==> config.mk <==
export PLATFORM = sky130hd
export DESIGN_NAME = fwrisc_operand_fetch
export DESIGN_NICKNAME = d
export VERILOG_FILES = /design/src/rtl/fwrisc_operand_fetch.sv
export SDC_FILE = /design/constraint.sdc
export NUM_CORES = 1
export LEC_CHECK = 0
export ABC_AREA = 1
export CORE_MARGIN = 1
export CORE_UTILIZATION = 41
export DETAILED_ROUTE_END_ITERATION = 12
export PLACE_DENSITY_LB_ADDON = 0.25
export SLEW_MARGIN = 10
export SYNTH_ARGS = -nofsm -noshare
export SYNTH_HDL_FRONTEND = slang
export SYNTH_SLANG_ARGS = --single-unit
==> constraint.sdc <==
create_clock -name clock -period 2.93 [get_ports clock]
set_clock_uncertainty 0.1 [all_clocks]
set_input_delay 0.4395 -clock clock [delete_from_list [all_inputs] [get_ports clock]]
set_output_delay 0.4395 -clock clock [all_outputs]
set_load 0.005 [all_outputs]
==> src/rtl/fwrisc_operand_fetch.sv <==
// fwrisc_operand_fetch: register-file operand fetch stage ahead of execute.
// Define FWRISC_OPFETCH_BYPASS_EN to forward writeback data into fetched operands.
module fwrisc_operand_fetch #(
    parameter int TAG_W  = 32,
    parameter int REG_AW = 6
) (
    input  logic              clock,
    input  logic              reset,
    input  logic              in_valid,
    output logic              in_ready,
    input  logic [REG_AW-1:0] in_rs1,
    input  logic [REG_AW-1:0] in_rs2,
    input  logic [TAG_W-1:0]  in_tag,
    output logic [REG_AW-1:0] ra_raddr,
    input  logic [31:0]       ra_rdata,
    output logic [REG_AW-1:0] rb_raddr,
    input  logic [31:0]       rb_rdata,
    input  logic [REG_AW-1:0] rd_waddr,
    input  logic [31:0]       rd_wdata,
    input  logic              rd_wen,
    output logic              out_valid,
    input  logic              out_ready,
    output logic [31:0]       out_op_a,
    output logic [31:0]       out_op_b,
    output logic [REG_AW-1:0] out_rs1,
    output logic [REG_AW-1:0] out_rs2,
    output logic [TAG_W-1:0]  out_tag
);
    typedef enum logic [1:0] {
        IDLE,
        READ,
        HOLD
    } state_t;

    state_t      state;
    state_t      state_nxt;
    logic        accept;
    logic        hit_a;
    logic        hit_b;
    logic [31:0] op_a_nxt;
    logic [31:0] op_b_nxt;

    always_ff @(posedge clock) begin
        if (reset) state <= IDLE;
        else       state <= state_nxt;
    end

    always_comb begin
        state_nxt = state;
        unique case (state)
            IDLE:    if (in_valid) state_nxt = READ;
            READ:    state_nxt = HOLD;
            HOLD:    if (out_ready) state_nxt = in_valid ? READ : IDLE;
            default: state_nxt = IDLE;
        endcase
    end

    always_comb begin
        in_ready  = (state == IDLE) || ((state == HOLD) && out_ready);
        out_valid = (state == HOLD);
    end

    assign accept   = in_valid && in_ready;
    assign ra_raddr = accept ? in_rs1 : out_rs1;
    assign rb_raddr = accept ? in_rs2 : out_rs2;

`ifdef FWRISC_OPFETCH_BYPASS_EN
    assign hit_a = rd_wen && (rd_waddr == out_rs1);
    assign hit_b = rd_wen && (rd_waddr == out_rs2);
`else
    logic unused_wb;
    assign unused_wb = ^{rd_wen, rd_waddr, rd_wdata};
    assign hit_a     = 1'b0;
    assign hit_b     = 1'b0;
`endif

    always_comb begin
        op_a_nxt = out_op_a;
        op_b_nxt = out_op_b;
        unique case (state)
            READ: begin
                op_a_nxt = hit_a ? rd_wdata : ra_rdata;
                op_b_nxt = hit_b ? rd_wdata : rb_rdata;
            end
            HOLD: begin
                if (hit_a) op_a_nxt = rd_wdata;
                if (hit_b) op_b_nxt = rd_wdata;
            end
            default: ;
        endcase
        // x0 is hard zero whatever the file or writeback bus carries
        if (state != IDLE) begin
            if (out_rs1 == '0) op_a_nxt = '0;
            if (out_rs2 == '0) op_b_nxt = '0;
        end
    end

    always_ff @(posedge clock) begin
        if (reset) begin
            out_op_a <= '0;
            out_op_b <= '0;
            out_rs1  <= '0;
            out_rs2  <= '0;
            out_tag  <= '0;
        end else begin
            out_op_a <= op_a_nxt;
            out_op_b <= op_b_nxt;
            if (accept) begin
                out_rs1 <= in_rs1;
                out_rs2 <= in_rs2;
                out_tag <= in_tag;
            end
        end
    end
endmodule

== After elaboration in Yosys (flattened, before gate mapping) ==
Index checks and enable logic that the tools add are counted.

* Logic and storage cells: 30
* Bits in registers: 110

* Eq/ne operators: 4
* Mux-type cells: 12
* Reduce and logical (&&, ||, !) cells: 8

{| class="wikitable"
|+ Operators by type and width
! cell !! count
|-
| 32-bit two-way mux || 6
|-
| 6-bit logical NOT || 2
|-
| 6-bit two-way mux || 2
|-
| 2-bit case mux with 3 select lines || 1
|-
| 2-bit two-way mux || 2
|-
| 2-bit by 1-bit equality test with 1-bit output (second input constant) || 1
|-
| 2-bit equality test (second input constant) || 1
|-
| 1-bit logical AND || 2
|-
| 2-bit logical NOT || 1
|-
| 2-bit by 1-bit != test with 1-bit output (second input constant) || 1
|-
| 2-bit != test (second input constant) || 1
|-
| 2-bit AND reduction || 1
|-
| 2-bit nonzero test || 1
|-
| 1-bit logical OR || 1
|-
| 1-bit two-way mux || 1
|}

== Logic depth before layout (Yosys ltp) ==
* Depth in word-level cells: 5
* Gate-level depth with buffers: 8
* Gate-level depth less buffers: 6

== Least setup slack after synthesis ==
OpenSTA, ideal clock, no wires.

* Path kind: input port to output port
* From: input port in_valid
* To: output port ra_raddr[0]
* Cell stages on the path: 6
* Data arrival time: 1.145 ns
* Required time: 2.391 ns
* Buffers on the path: 1
* Path slack: 1.246 ns
* Cell sequence: inv_1 -> nor2_4 -> clkbuf_1 -> nand3b_1 -> nand2_1 -> inv_1

* Cells in the longest elaborated chain, start to end: 2

{| class="wikitable"
|+ Ends and longest elaborated chain
! element !! RTL line !! source
|-
| start, declared || 9 || <nowiki>input logic in_valid,</nowiki>
|-
| 1-bit logical AND || 63 || <nowiki>assign accept = in_valid && in_ready;</nowiki>
|-
| 6-bit two-way mux || - ||
|-
| end, declared || 14 || <nowiki>output logic [REG_AW-1:0] ra_raddr,</nowiki>
|}

Every way passes these cells.

== Worst setup path after layout ==
* From: input port in_valid
* To: output port ra_raddr[5]

Same word-level chain as after synthesis.

==> impl_metrics.ini <==
[timing]
final-setup-viol-count = 0
fmax_mhz = 386
final-max-slew-violation-count = 0
setup_slack_ns = 0.339
period_share_pct = 88.4
slew-limit-headroom_pct = 53.5
rsz0062_at_grt = false
finalHoldViolCount = 0
finalSetupTns_ns = 0
worst_pin_slew_ns = 0.697
layout_min_cycle_time_ns = 2.59

[detailed_routing]
drt_iter0_markers = 261
ant_nets = 0
drc = 0
vias = 4786
wl_um = 13300
avgRoutedWirePerCell_um = 13.0
viasPerCell = 4.67
drt_first_pass_iters = 4

[yosys]
postSynthCellCount = 667
synth-seq-cells = 110
ys_seq_area_share_pct = 48.2
yosys_warnings = 0
synthTopCellsByArea = dfxtp_1, nand2_1, nand3_1
synthesis.nets = 818
yosys.area.top_type = dfxtp_1
netlist.area_leader.share_pct = 48.2
post_synth.cell_area_avg_um2 = 6.85
syn_area_um2 = 4570
ys_types = 15

[die]
start_util_pct = 42.2
io_pins = 273
die_area_um2 = 11600
core_area_um2 = 10800
die_x_um = 108
std_cell_rows = 38
die_y_um = 108

[place]
dp_slack_ns = 0.319
portBuffers = 233
place.gp.congestion = 0.750
dp_hpwl_um = 9360

[critical_path]
arrival_ns = 2.05
critPathCaptureType = primary output
startpoint_type = input pin
cp_num_cells = 8
rr_worst_depth = 7
critPathMaxFanout = 14
critPathTopFamily = buffers and inverters
path_class = in2out
cp_slowest_stage_delay_ns = 0.52
crit_buf_inv = 4
critical_path.cell_chain = clkdlybuf4s50_1, inv_1, nor2_4, nand2_2, nand2_1, nand2_1, inv_1, clkdlybuf4s50_1
critPathSlowestCell = clkdlybuf4s50_1
crit_required_ns = 2.39

[grt]
grt_pass1_vias = 4611
overflow = 0
grt_first_pass_wirelength_um = 21100
grt_max_degree = 67
grt.total_usage_pct = 23.0
antenna_found_initial = 0

[clock_tree]
clkTransAtPathRegs_ns = 0.10
cts_hold_buf = 0
clk_latency_ns = 0.36
cts_resized = 0
post_cts_buffers = 0
cts_tree = done
htreeDepth = 3
root_buffer = clkbuf_8
cts-buffers-inserted = 9
numClockSinks = 110
clock_path_buffers = 2

[power_and_ir_drop]
combPwrFrac_pct = 21.6
p_leak_nw = 3.12
pwr-share-clk_pct = 30.0
p_per_area_nw_per_um2 = 467
ir_worst_vdd_v = 0.000296
p_int_mw = 2.52
p_seq_share_pct = 48.4
p_switching_mw = 0.841
swShare_pct = 25.0

[cells_and_area]
n_antenna_cell = 0
multiInputGateArea_um2 = 1810
fillers = 943
area.sequential_um2 = 2200
final_nets = 1031
layout_common_cells = clkdlybuf4s50_1, nand2_1, dfxtp_1
drive_gt1_share_pct = 3.73
final_common_cell = clkdlybuf4s50_1
area_growth_pct = 57.4

[hold_path]
hp-class = reg2reg
min_path_cells = 2

[run]
max_cap_violations = 0

[outcome]
status = finished clean
cell usage after synthesis (all sizes together):
cell,n
nand3,94
nand2,196
inv,92
a21oi,34
o21ai,2
clkbuf,14
dfxtp,110
buf,29
nand3b,12
nor2,84
stage by stage:
stage	hold WS [ns]	instance area (um2)	total power [mW]	util, %	std cells
global route	0.391	7200	3.54	66.4	1024
global placement	0.347	6970	2.37	64.3	1009
floorplan	0.356	4570	1.96	-	667
detailed placement	0.355	6970	2.39	64.3	1009
finish	0.367	7200	3.36	66.4	1024
CTS	0.367	7200	3.40	66.4	1024
cells by family after synthesis:
family,Yosys count,synth area share (%)
AO/OA/AOI/OAI,36,3.94
buffers and inverters,135,12.3
flip-flops,110,48.2
AND/OR/NAND/NOR,386,35.6
state kept, by name (all words and copies together) (netlist names):
name      flops
out_tag      32
out_rs2       6
out_rs1       6
out_op_b     32
state         2
out_op_a     32
worst reg2reg max path, stage by stage, from the launching register on:
cell and delay (ns):
dfxtp_2 0.36, buf_4 0.54, nand2_2 0.41, buf_12 0.30
nand2_1 0.14, nand2_1 0.06, inv_1 0.05, nor2_1 0.04
path summary, 6_finish.rpt:
kind,startpoint,to,slack [ns]
hold reg to reg,out_tag[16],out_tag[16],0.37
setup / recovery,in_valid,ra_raddr[5],0.34
hold / removal,out_tag[16],out_tag[16],0.37
setup reg to reg,state[0],out_op_a[4],0.83
per-layer routing:
metal	share of wire (%)	wire length [um]	vias to the layer above	GRT usage (%)
met5	0	0	-	0
met4	1.9	252	0	9.00
met3	9.8	1310	18	7.51
met2	49	6570	178	41.4
met1	39	5160	2152	24.9
li1	-	-	2438	-
layout make-up:
class | instances | area share [%]
clock buffers | 12 | 2.16
flip-flops and latches | 110 | 30.6
well taps | 140 | 2.43
clock inverters | 3 | 0.939
multi-input cells | 422 | 25.1
inverters | 92 | 4.80
repair buffers | 245 | 33.9
power by group through the flow:
| stage | Combinational [mW] | Sequential (mW) | Clock (mW) |
|---|---|---|---|
| floorplan | 0.295 | 1.67 | 0 |
| global placement | 0.715 | 1.66 | 0 |
| detailed placement | 0.730 | 1.66 | 0 |
| CTS | 0.735 | 1.63 | 1.04 |
| global route | 0.805 | 1.64 | 1.10 |
| finish | 0.726 | 1.63 | 1.01 |
No activity file was read; power rests on OpenSTA's default activity.
